===== src/rtl/odelay_ctrl_pkg.sv =====
// Shared types and helpers for the ODELAY tap-sequencing logic.
package odelay_ctrl_pkg;

    localparam int DEF_TAP_W = 9;

    typedef enum logic [2:0] {
        IDLE      = 3'd0,
        VTC_OFF   = 3'd1,
        LOAD      = 3'd2,
        CHECK     = 3'd3,
        STEP      = 3'd4,
        STEP_WAIT = 3'd5,
        SETTLE    = 3'd6,
        DONE      = 3'd7
    } state_e;

    // Index width for n requesters; a single requester still gets one bit.
    function automatic int id_width(input int n);
        return (n > 1) ? $clog2(n) : 1;
    endfunction

endpackage


===== src/rtl/odelay_tap_sequencer_rr_arbiter.sv =====
// Round-robin arbiter: combinational one-hot grant, pointer advances past the winner on advance_i.
module rr_arbiter
    import odelay_ctrl_pkg::*;
#(
    parameter int  NUM_REQ = 2,
    localparam int ID_W    = id_width(NUM_REQ)
) (
    input  logic               clk_in,
    input  logic               rst_in,
    input  logic [NUM_REQ-1:0] req_i,
    input  logic               advance_i,
    output logic [NUM_REQ-1:0] gnt_o,
    output logic [ID_W-1:0]    idx_o
);

    logic [ID_W-1:0]    ptr_q, ptr_d;
    logic [NUM_REQ-1:0] mask_s, masked_s, pick_s;

    // Requests at or above the pointer win first; otherwise wrap to the lowest index.
    always_comb begin
        mask_s = '0;
        for (int j = 0; j < NUM_REQ; j++) begin
            mask_s[j] = (j >= int'(ptr_q));
        end
        masked_s = req_i & mask_s;
        pick_s   = (masked_s != '0) ? masked_s : req_i;
        gnt_o    = pick_s & (~pick_s + NUM_REQ'(1));
        idx_o    = '0;
        for (int j = 0; j < NUM_REQ; j++) begin
            idx_o = idx_o | (gnt_o[j] ? ID_W'(j) : '0);
        end
        ptr_d = ptr_q;
        if (advance_i) begin
            ptr_d = (idx_o == ID_W'(NUM_REQ - 1)) ? '0 : idx_o + ID_W'(1);
        end else begin
            ptr_d = ptr_q;
        end
    end

    // Round-robin pointer register.
    always_ff @(posedge clk_in or posedge rst_in) begin
        if (rst_in) begin
            ptr_q <= '0;
        end else begin
            ptr_q <= ptr_d;
        end
    end

endmodule


===== src/rtl/odelay_tap_sequencer.sv =====
// Shares one ODELAY line between requesters: drops EN_VTC, moves the tap, settles, reports done.
module odelay_tap_sequencer
    import odelay_ctrl_pkg::*;
#(
    parameter int  NUM_REQ       = 2,
    parameter int  TAP_W         = DEF_TAP_W,
    parameter int  USE_LOAD      = 0,
    parameter int  VTC_WAIT      = 10,
    parameter int  SETTLE_CYCLES = 8,
    localparam int ID_W          = id_width(NUM_REQ)
) (
    input  logic                     clk_in,
    input  logic                     rst_in,
    input  logic [NUM_REQ-1:0]       req_valid,
    input  logic [NUM_REQ*TAP_W-1:0] req_tap,
    output logic [NUM_REQ-1:0]       req_ready,
    output logic                     done,
    output logic [ID_W-1:0]          done_id,
    output logic                     err,
    output logic                     busy,
    output logic                     dly_ce,
    output logic                     dly_inc,
    output logic                     dly_load,
    output logic [TAP_W-1:0]         dly_cntvaluein,
    output logic                     dly_en_vtc,
    input  logic [TAP_W-1:0]         dly_cntvalueout
);

    localparam int WAIT_MAX = (VTC_WAIT > SETTLE_CYCLES) ? VTC_WAIT : SETTLE_CYCLES;
    localparam int CNT_W    = $clog2(WAIT_MAX + 1);
    localparam logic [TAP_W:0] STEP_CAP = {1'b1, {TAP_W{1'b0}}};

    state_e               state_q, state_d;
    logic [TAP_W-1:0]     tgt_q, tgt_d, sel_tap_s;
    logic [ID_W-1:0]      id_q, id_d, gnt_idx_s, done_id_q, done_id_d;
    logic [NUM_REQ-1:0]   gnt_s;
    logic [CNT_W-1:0]     wcnt_q, wcnt_d;
    logic [TAP_W:0]       step_q, step_d;
    logic                 err_q, err_d, grant_s;
    logic                 ce_q, ce_d, inc_q, inc_d, load_q, load_d;
    logic                 vtc_q, vtc_d, done_q, done_d, busy_q, busy_d;

    assign grant_s = (state_q == IDLE) && (req_valid != '0);

    rr_arbiter #(.NUM_REQ(NUM_REQ)) u_arb (
        .clk_in    (clk_in),
        .rst_in    (rst_in),
        .req_i     (req_valid),
        .advance_i (grant_s),
        .gnt_o     (gnt_s),
        .idx_o     (gnt_idx_s)
    );

    // Grant decode and selection of the winner's target tap.
    always_comb begin
        req_ready = grant_s ? gnt_s : '0;
        sel_tap_s = '0;
        for (int j = 0; j < NUM_REQ; j++) begin
            sel_tap_s = sel_tap_s | (gnt_s[j] ? req_tap[j*TAP_W +: TAP_W] : '0);
        end
    end

    // Next-state logic for the sequencer.
    always_comb begin
        state_d = state_q;
        tgt_d   = tgt_q;
        id_d    = id_q;
        wcnt_d  = wcnt_q;
        step_d  = step_q;
        err_d   = err_q;
        case (state_q)
            IDLE: begin
                if (grant_s) begin
                    tgt_d  = sel_tap_s;
                    id_d   = gnt_idx_s;
                    err_d  = 1'b0;
                    step_d = '0;
                    if (sel_tap_s == dly_cntvalueout) begin
                        state_d = DONE;
                    end else begin
                        state_d = VTC_OFF;
                        wcnt_d  = CNT_W'(VTC_WAIT - 1);
                    end
                end else begin
                    state_d = IDLE;
                end
            end
            VTC_OFF: begin
                if (wcnt_q == '0) begin
                    state_d = (USE_LOAD != 0) ? LOAD : STEP;
                end else begin
                    wcnt_d = wcnt_q - CNT_W'(1);
                end
            end
            LOAD: begin
                state_d = CHECK;
            end
            CHECK: begin
                err_d   = err_q | (dly_cntvalueout != tgt_q);
                state_d = SETTLE;
                wcnt_d  = CNT_W'(SETTLE_CYCLES - 1);
            end
            STEP: begin
                step_d  = step_q + (TAP_W + 1)'(1);
                state_d = STEP_WAIT;
            end
            STEP_WAIT: begin
                // A delay that never reaches the target is abandoned after a full tap range of steps.
                if (dly_cntvalueout == tgt_q) begin
                    state_d = SETTLE;
                    wcnt_d  = CNT_W'(SETTLE_CYCLES - 1);
                end else if (step_q == STEP_CAP) begin
                    err_d   = 1'b1;
                    state_d = SETTLE;
                    wcnt_d  = CNT_W'(SETTLE_CYCLES - 1);
                end else begin
                    state_d = STEP;
                end
            end
            SETTLE: begin
                if (wcnt_q == '0) begin
                    state_d = DONE;
                end else begin
                    wcnt_d = wcnt_q - CNT_W'(1);
                end
            end
            DONE: begin
                state_d = IDLE;
            end
            default: begin
                state_d = IDLE;
            end
        endcase
    end

    // Outputs are registered from the upcoming state so each pin is glitch-free.
    always_comb begin
        ce_d      = (state_d == STEP) || (state_d == LOAD);
        inc_d     = (state_d == STEP) && (tgt_d > dly_cntvalueout);
        load_d    = (state_d == LOAD);
        vtc_d     = (state_d == IDLE) || (state_d == DONE);
        done_d    = (state_d == DONE);
        done_id_d = done_d ? id_d : '0;
        busy_d    = (state_d != IDLE);
    end

    // State, transaction context and output registers.
    always_ff @(posedge clk_in or posedge rst_in) begin
        if (rst_in) begin
            state_q   <= IDLE;
            tgt_q     <= '0;
            id_q      <= '0;
            wcnt_q    <= '0;
            step_q    <= '0;
            err_q     <= 1'b0;
            ce_q      <= 1'b0;
            inc_q     <= 1'b0;
            load_q    <= 1'b0;
            vtc_q     <= 1'b1;
            done_q    <= 1'b0;
            done_id_q <= '0;
            busy_q    <= 1'b0;
        end else begin
            state_q   <= state_d;
            tgt_q     <= tgt_d;
            id_q      <= id_d;
            wcnt_q    <= wcnt_d;
            step_q    <= step_d;
            err_q     <= err_d;
            ce_q      <= ce_d;
            inc_q     <= inc_d;
            load_q    <= load_d;
            vtc_q     <= vtc_d;
            done_q    <= done_d;
            done_id_q <= done_id_d;
            busy_q    <= busy_d;
        end
    end

    assign dly_ce         = ce_q;
    assign dly_inc        = inc_q;
    assign dly_load       = load_q;
    assign dly_cntvaluein = tgt_q;
    assign dly_en_vtc     = vtc_q;
    assign done           = done_q;
    assign done_id        = done_id_q;
    assign err            = err_q;
    assign busy           = busy_q;

endmodule


===== config.mk =====
export PLATFORM = sky130hd
export DESIGN_NAME = odelay_tap_sequencer
export DESIGN_NICKNAME = d
export VERILOG_FILES = /design/src/rtl/odelay_ctrl_pkg.sv /design/src/rtl/odelay_tap_sequencer_rr_arbiter.sv /design/src/rtl/odelay_tap_sequencer.sv
export SDC_FILE = /design/constraint.sdc
export NUM_CORES = 1
export LEC_CHECK = 0
export ABC_AREA = 1
export ABC_CLOCK_PERIOD_IN_PS = 4900
export BUFFER_PORTS_ARGS = -buffer_cell sky130_fd_sc_hd__buf_2
export CAP_MARGIN = 20
export CORE_UTILIZATION = 40
export CTS_BUF_LIST = sky130_fd_sc_hd__clkbuf_8 sky130_fd_sc_hd__clkbuf_16
export CTS_CLUSTER_SIZE = 14
export DETAILED_ROUTE_END_ITERATION = 8
export HOLD_SLACK_MARGIN = 0.08
export PLACE_DENSITY = 0.58
export SYNTH_ARGS = -nofsm -noshare
export SYNTH_HDL_FRONTEND = slang
export SYNTH_SLANG_ARGS = --single-unit

===== constraint.sdc =====
create_clock -name clk_in -period 4.9 [get_ports clk_in]
set_clock_uncertainty 0.2 [all_clocks]
set_input_delay 0.735 -clock clk_in [delete_from_list [all_inputs] [get_ports clk_in]]
set_output_delay 0.735 -clock clk_in [all_outputs]
set_load 0.1 [all_outputs]

# After elaboration in Yosys (flattened, before gate mapping)
# Index checks and enable logic that the tools add are counted.
# word_totals
regBits	36
mem_bits_rw	0
word_cells	92
latch_bits	0
rom_bits	0
in_bits	31
mem_count	0
output_inout_bits	19
# op_classes
eq_ne	20
reduce_logical	17
div	0
n_mul	0
shift	0
order_cmp	2
n_mux	30
add_sub_neg	4
bitwise_logic	5
# ops
operator	count
9-bit two-way mux	4
3-bit one-hot mux with 8 select lines	1
4-bit two-way mux	5
10-bit one-hot mux with 2 select lines	1
3-bit == test (second input constant)	6
9-bit == test	2
4-bit one-hot mux with 4 select lines	1
3-bit two-way mux	4
10-bit by 1-bit adder with 10-bit output (second input constant)	1
10-bit == test (second input constant)	1
10-bit two-way mux	1
2-bit != test (second input constant)	5
3-bit by 2-bit == test with 1-bit output (second input constant)	3
9-bit > comparator	1
9-bit != test	1
9-bit bitwise OR	1
1-bit two-way mux	8
2-bit two-way mux	4
3-bit logical NOT	2
2-bit nonzero test	3
3-bit nonzero test	2
5-bit AND reduction	1
2-bit bitwise AND	2
4-bit logical NOT	1
15 further kinds	17

# Depth between registers and ports, before layout
# Gate-level depths: netlist (run 1).
# depth
depth_word	15
depth_mapped	15
depth_no_buf	15

# By module
# From an unflattened synthesis (run 1), not the netlist that was laid out.
# unflattened
hier_cells	332
area_unflattened_um2	2463.6
# modules_own_cells
module	cells_per_inst	area_each_um2	n_inst	seq_area_each_um2
odelay_tap_sequencer	321	2391.0	1	877.1
rr_arbiter	11	72.6	1	25.0

# Worst setup path after synthesis (run 1)
# No wires, ideal clock.
# synth_timing
kind	input to output
startpoint	input req_valid[1]
endpoint	output req_ready[1]
n_path_buf	2
t_required_ns	3.965
arrival_ns	3.468
cell_stages	6
slack_ns	0.497
path_cell_list	buf_4 > inv_2 > a21oi_4 > inv_1 > clkbuf_1 > nor3_1
# synth_via
elab_chain_cells	7
word_cells_on_any_way	9
classes_between	add/sub: 1; mux: 2; bitwise: 3; reduce/logical: 3
# synth_lines
item	line	source
from (decl)	odelay_tap_sequencer.sv:14	input logic [NUM_REQ-1:0] req_valid,
2-bit bitwise AND	odelay_tap_sequencer_rr_arbiter.sv:25	masked_s = req_i & mask_s;
2-bit nonzero test	odelay_tap_sequencer_rr_arbiter.sv:26	pick_s = (masked_s != '0) ? masked_s : req_i;
2-bit two-way mux	odelay_tap_sequencer_rr_arbiter.sv:26	
2-bit NOT	odelay_tap_sequencer_rr_arbiter.sv:27	gnt_o = pick_s & (~pick_s + NUM_REQ'(1));
2-bit by 1-bit adder with 2-bit output	odelay_tap_sequencer_rr_arbiter.sv:27	
2-bit bitwise AND	odelay_tap_sequencer_rr_arbiter.sv:27	
2-bit two-way mux *	odelay_tap_sequencer.sv:56	req_ready = grant_s ? gnt_s : '0;
to (decl)	odelay_tap_sequencer.sv:16	output logic [NUM_REQ-1:0] req_ready,
# Mark *: on every way between the ends. The rest lies on a longest branch, timed or not.

# Worst setup path in the final report (run 1)
# layout_timing
startpoint	input req_valid[1]
endpoint	output req_ready[0]
# Same word-level chain as after synthesis.

==> results of run 1 <==
==> registers in the layout, summed over array words and instances, names as in the netlist <==
signal,cells
dly_ce,1
dly_cntvaluein,9
done,1
state_q,3
id_q,1
u_arb.ptr_q,1
dly_load,1
err,1
dly_inc,1
step_q,10
done_id,1
dly_en_vtc,1
wcnt_q,4
busy,1
==> routing by layer <==
| metal | GRT usage, % | up-vias | routed length, µm |
|---|---|---|---|
| li1 | - | 1192 | - |
| met4 | 10.5 | 0 | 206 |
| met5 | 0 | - | 0 |
| met1 | 25.4 | 1011 | 2720 |
| met3 | 4.23 | 14 | 280 |
| met2 | 32.1 | 67 | 2580 |
==> tightest hold or removal path, stage by stage, from the launching register on <==
cell and delay (ps):
dfrtp_1 350, nand2_1 50, nand2_1 40
==> logic make-up after synthesis <==
logic type | Yosys count | synth area share [%]
xor+xnor | 7 | 2.52
fa+ha+maj | 13 | 6.69
simple gates | 183 | 32.6
flops | 36 | 37.1
buf+inv | 54 | 8.91
compound gates | 46 | 11.9
other cells | 1 | 0.154
==> Yosys cell counts (3+ instances only) <==
master,instances
nand2_2,3
xnor2_1,7
or2_2,3
nand2_1,104
nand3_1,37
o21ai_0,18
a21oi_1,16
dfrtp_1,35
a21oi_4,3
inv_1,46
nor2_1,24
nand4_1,3
inv_2,3
ha_1,13
==> report_power, final <==
part | switching, µW | total [µW] | internal (µW)
Combinational | 950 | 1260 | 309
Clock | 110 | 290 | 180
Sequential | 90.8 | 511 | 420
==> per-stage QoR <==
| stage | instances | utilization (%) | worst slack [ps] | total power [µW] | hold WS (ps) |
|---|---|---|---|---|---|
| after floorplan | 340 | - | 497 | 1530 | 242 |
| after global placement | 461 | 46.7 | 1400 | 1770 | 258 |
| after detailed placement | 461 | 46.7 | 1400 | 1780 | 263 |
| after CTS | 469 | 48.9 | 1390 | 2070 | 281 |
| after global routing | 469 | 48.9 | 1220 | 2230 | 323 |
| final | 469 | 48.9 | 1410 | 2060 | 275 |
==> path summary, 6_finish.rpt <==
path,startpoint,to,slack (ps),cells after the start
worst max-delay path,req_valid[1],req_ready[0],1410,6
worst min-delay path,wcnt_q[3]$_DFFE_PP0P_,wcnt_q[3]$_DFFE_PP0P_,270,2
max in group asynchronous,rst_in,dly_en_vtc$_DFF_PP1_,3810,3
worst max register to register,state_q[2]$_DFF_PP0_,dly_inc$_DFF_PP0_,1810,13
worst min register to register,wcnt_q[3]$_DFFE_PP0P_,wcnt_q[3]$_DFFE_PP0P_,270,2
min in group asynchronous,rst_in,step_q[5]$_DFFE_PP0P_,330,3
==> final cells by class <==
cell class	instances	area [µm²]	share of cell area [%]
clock buffers	7	96.3	3.35
clock inverters	1	30.0	1.04
inverters	50	190	6.61
multi-input cells	250	1310	45.6
flip-flops and latches	36	902	31.4
well taps	75	93.8	3.26
repair buffers	50	253	8.79
==> key figures, run 1 <==
Setup path
  – Startpoint Class: input pin
  – Crit path max-delay family: buffers and inverters
  – Crit path cell chain: buf_2, inv_2, a21oi_4, inv_1, nor2_1, buf_2
  – Worst path required time: approximately 4000 ps
  – Crit path top cell by count: buf_2
  – Crit. End Element: output port
  – Max Fanout on Critical Path: 17
  – Critical Path Slowest Stage Cell: buf_2
  – Critical Path AT: between 2000 and 3000 ps
  – Crit-path max cell delay: between 400 and 500 ps
  – Critical path class: input pin to output port
  – Buffers and inverters on the worst path: 4

Synth
  – Synth top area share: a little over a third
  – Leading cell types by total area after synthesis: dfrtp_1, nand2_1, nand3_1
  – Leading area contributor after synthesis: dfrtp_1
  – Sequential area share after synthesis: 37.1%
  – Post-synth net total: roughly 380
  – Number of flops mapped to enable cells by yosys: 0
  – Synth Register Bits: 36
  – Async S/R FF share, synth: 100%
  – Synth Area per Inst: around 7.1 µm²
  – Synth unique cells: 34
  – Synthesis Warnings: 0
  – Ys flop type: dfrtp_1
  – Synth Instances: 340
  – Mapped Area: between 2000 and 2500 µm²

Clock network
  – Clock root buffer: clkbuf_8
  – CTS max path bufs: 2
  – Clk_lat worst skew: 290 ps
  – CTS Sinks: 36
  – Num CTS Buffers: 5
  – CTS tree: built
  – H-tree Lvls: 2
  – Post-CTS sizing: 0
  – Post-CTS Setup Inserts: 0
  – Clock transition at path regs: around 70 ps
  – CTS Hold Buffers Added: 0

Route
  – Via density: between 4 and 5
  – Via count: about 2,300
  – WL per Instance: around 12 µm
  – Drt first pass iters: 5
  – First-iteration detailed-routing DRC count: around 110
  – Total wire length: ~5800 µm
  – Post-route DRC: 0
  – Post-route antenna net violation count: 0

Global routing
  – First-pass GRT wire length: 9800 µm
  – Total track usage: 20.1%
  – Initial antenna violation count: 0
  – Vias in the first global route: 2,209
  – Largest net degree at the start of global routing: 37
  – GR Overflow Total: 0

Power
  – Peak VDD IR: 0.342 mV
  – Power density over the cells: 716 nW/µm²
  – LEAKAGE: approximately 0.0016 µW

Floorplan
  – Die Ht: 79.9 µm
  – DIE AREA: about 6400 µm²
  – Initial core utilization: roughly 41%
  – Core box area: roughly 5900 µm²
  – Chip width: around 80 µm
  – Ports: 50
  – Core Rows: 28

Layout
  – Number of fill cells in the layout: 590
  – Layout area overhead: 18.4%
  – Nets: around 440
  – Commonest non-fill, non-tap cell in the layout: nand2_1
  – Antenna cells: 0
  – Layout cells sized above 1: approximately 20%
  – Most frequent cells in the layout: nand2_1, buf_2, inv_1
  – Post-route cell area: approximately 2900 µm²

Timing
  – FMAX: ~290 MHz
  – Slew Viols, Final: 0
  – Tcrit/Tclk final: approximately 71%
  – Fin. Hold Viols: 0
  – RSZ-0062 raised after global routing: false
  – Setup TNS: 0 ps
  – Tmin final: approximately 3500 ps
  – Final setup fails: 0

Run status
  – Status: finished, final reports clean

Placed design
  – Buffers on Ports: between 40 and 50
  – Estimated wirelength of the detail-placed design: roughly 4500 µm
  – Post-DP Area: 2750 µm²
  – RD Place Congestion: 0.950

Hold path
  – Worst hold path type: flop to flop

Run
  – Max_cap viols: 0
Power figures use the tool's default switching activity.
==> run 2, diff against run 1 <==
Settings changed: ABC_CLOCK_PERIOD_IN_PS 4900 to 3300.
Clock period 4.9 ns to 3.3 ns, I/O delays scaled along.
==> key figures, run 2 (synthesized netlist as in run 1, its figures left out) <==
Setup path
  – Internal reg-to-reg setup slack: 780 ps (-1030 ps)
  – Critical Path AT: 2040 ps (-520 ps)
  – Startpoint Class: flop
  – FF-to-FF Start: state_q[2]$_DFF_PP0_
  – Reg2Reg Depth: 13 (unchanged)
  – Critical path class: flop to output port
  – Crit. End Element: output port
  – R2R Path End: dly_inc$_DFF_PP0_
  – Worst path required time: 2600 ps (-1360 ps)
  – Max Fanout on Critical Path: 12 (-5)

Route
  – Via count: 2,257 (-1.2%)
  – First-iteration detailed-routing DRC count: 101 (-6.5%)
  – Post-route antenna net violation count: 0 (unchanged)
  – Via density: 4.80 (-1.4%)
  – Drt first pass iters: 4 (-1)
  – Total wire length: 5760 µm (-0.38%)
  – Post-route DRC: 0 (unchanged)
  – WL per Instance: 12.3 µm (-0.59%)

Clock network
  – CTS Hold Buffers Added: 0 (unchanged)
  – CTS max path bufs: 2 (unchanged)
  – H-tree Lvls: 2 (unchanged)
  – Clock transition at path regs: 70 ps (about the same)
  – Post-CTS Setup Inserts: 0 (unchanged)
  – Clk_lat worst skew: 290 ps (about the same)
  – CTS tree: built
  – Clock root buffer: clkbuf_8
  – CTS Sinks: 36 (unchanged)
  – Num CTS Buffers: 5 (unchanged)
  – Post-CTS sizing: 0 (unchanged)

Global routing
  – Largest net degree at the start of global routing: 37 (unchanged)
  – Initial antenna violation count: 0 (unchanged)
  – Total track usage: 19.9% (-0.27 points)
  – GR Overflow Total: 0 (unchanged)
  – Vias in the first global route: 2,106 (-4.7%)
  – First-pass GRT wire length: 9680 µm (-1.2%)

Layout
  – Post-route cell area: 2870 µm² (-0.22%)
  – Most frequent cells in the layout: nand2_1, buf_2, inv_1
  – Layout area overhead: 18.1%
  – Commonest non-fill, non-tap cell in the layout: nand2_1
  – Number of fill cells in the layout: 625 (+5.9%)
  – Layout cells sized above 1: 20.0% (+0.20 points)
  – Nets: 438 (+0.23%)
  – Multi-input logic area: 1320 µm² (+0.38%)
  – Antenna cells: 0 (unchanged)
  – Max reg flops: 10 (unchanged)
  – FF+latch area: 902 µm² (unchanged)
  – Most flops, register: step_q

Floorplan
  – Die Ht: 79.9 µm (unchanged)
  – DIE AREA: 6390 µm² (unchanged)
  – Core box area: 5890 µm² (unchanged)
  – Core Rows: 28 (unchanged)
  – Chip width: 79.9 µm (unchanged)
  – Ports: 50 (unchanged)
  – Initial core utilization: 41.3% (unchanged)

Placed design
  – Post-DP Area: 2760 µm² (+0.45%)
  – Buffers on Ports: 49 (unchanged)
  – RD Place Congestion: 0.894 (-5.9%)
  – Estimated wirelength of the detail-placed design: 4470 µm (-0.13%)

Timing
  – Tmin final: 2730 ps
  – Slew Viols, Final: 0 (unchanged)
  – FMAX: 366 MHz
  – RSZ-0062 raised after global routing: false
  – Fin. Hold Viols: 0 (unchanged)
  – Final setup fails: 0 (unchanged)
  – Tcrit/Tclk final: between 80 and 90%
  – Setup TNS: 0 ps (unchanged)

Run status
  – Status: finished, final reports clean

Power
  – Power density over the cells: 1050 nW/µm² (+47%)
  – Peak VDD IR: 0.595 mV (+74%)
  – LEAKAGE: 0.00158 µW (+0.10%)

Run
  – Max_cap viols: 0 (unchanged)

Hold path
  – Worst hold path type: input pin to asynchronous set/reset pin
run 2: report_power, final:
group	total (µW)	switching, µW	internal, µW
combinational	1880	1410	465
sequential	756	132	624
clock	386	165	221
run 2: per-layer routing:
layer	GRT usage, %	share of wire (%)	up-vias
met2	32.9	47	46
met1	26.4	49	1002
met4	4.82	1.4	0
li1	-	-	1202
met3	4.11	3.4	7
met5	0	0	-
run 2: area by class of cell:
cell class / count / share of cell area [%]
well taps: 75 / 3.27
multi-input cells: 250 / 45.9
repair buffers: 51 / 9.07
flip-flops and latches: 36 / 31.4
clock inverters: 3 / 1.35
clock buffers: 5 / 2.40
inverters: 50 / 6.63
run 2: how the worst max path moves through the flow:
stage | from | cells after the start | endpoint
final | state_q[2]$_DFF_PP0_ | 6 | req_ready[0]
after global routing | state_q[2]$_DFF_PP0_ | 6 | req_ready[0]
after detailed placement | req_valid[1] | 13 | dly_inc$_DFF_PP0_
after global placement | req_valid[1] | 13 | dly_inc$_DFF_PP0_
after CTS | state_q[2]$_DFF_PP0_ | 6 | req_ready[0]
after floorplan | req_valid[1] | 6 | req_ready[1]
run 2: through the flow:
step	std cells	hold WS (ps)	total power, µW	utilization [%]	setup WS (ps)
after detailed placement	462	258	2650	46.9	616
after floorplan	340	242	2280	-	229
after global placement	462	260	2640	46.9	683
final	470	111	3020	48.8	567
after CTS	470	131	3050	48.8	535
after global routing	470	163	3260	48.8	378
run 2: critical path: stages (launching register included):
cell and delay [ps]:
dfrtp_1 380, inv_1 180, nand2_1 180, a21oi_4 150, inv_1 210, nor2_1 200
buf_2 460
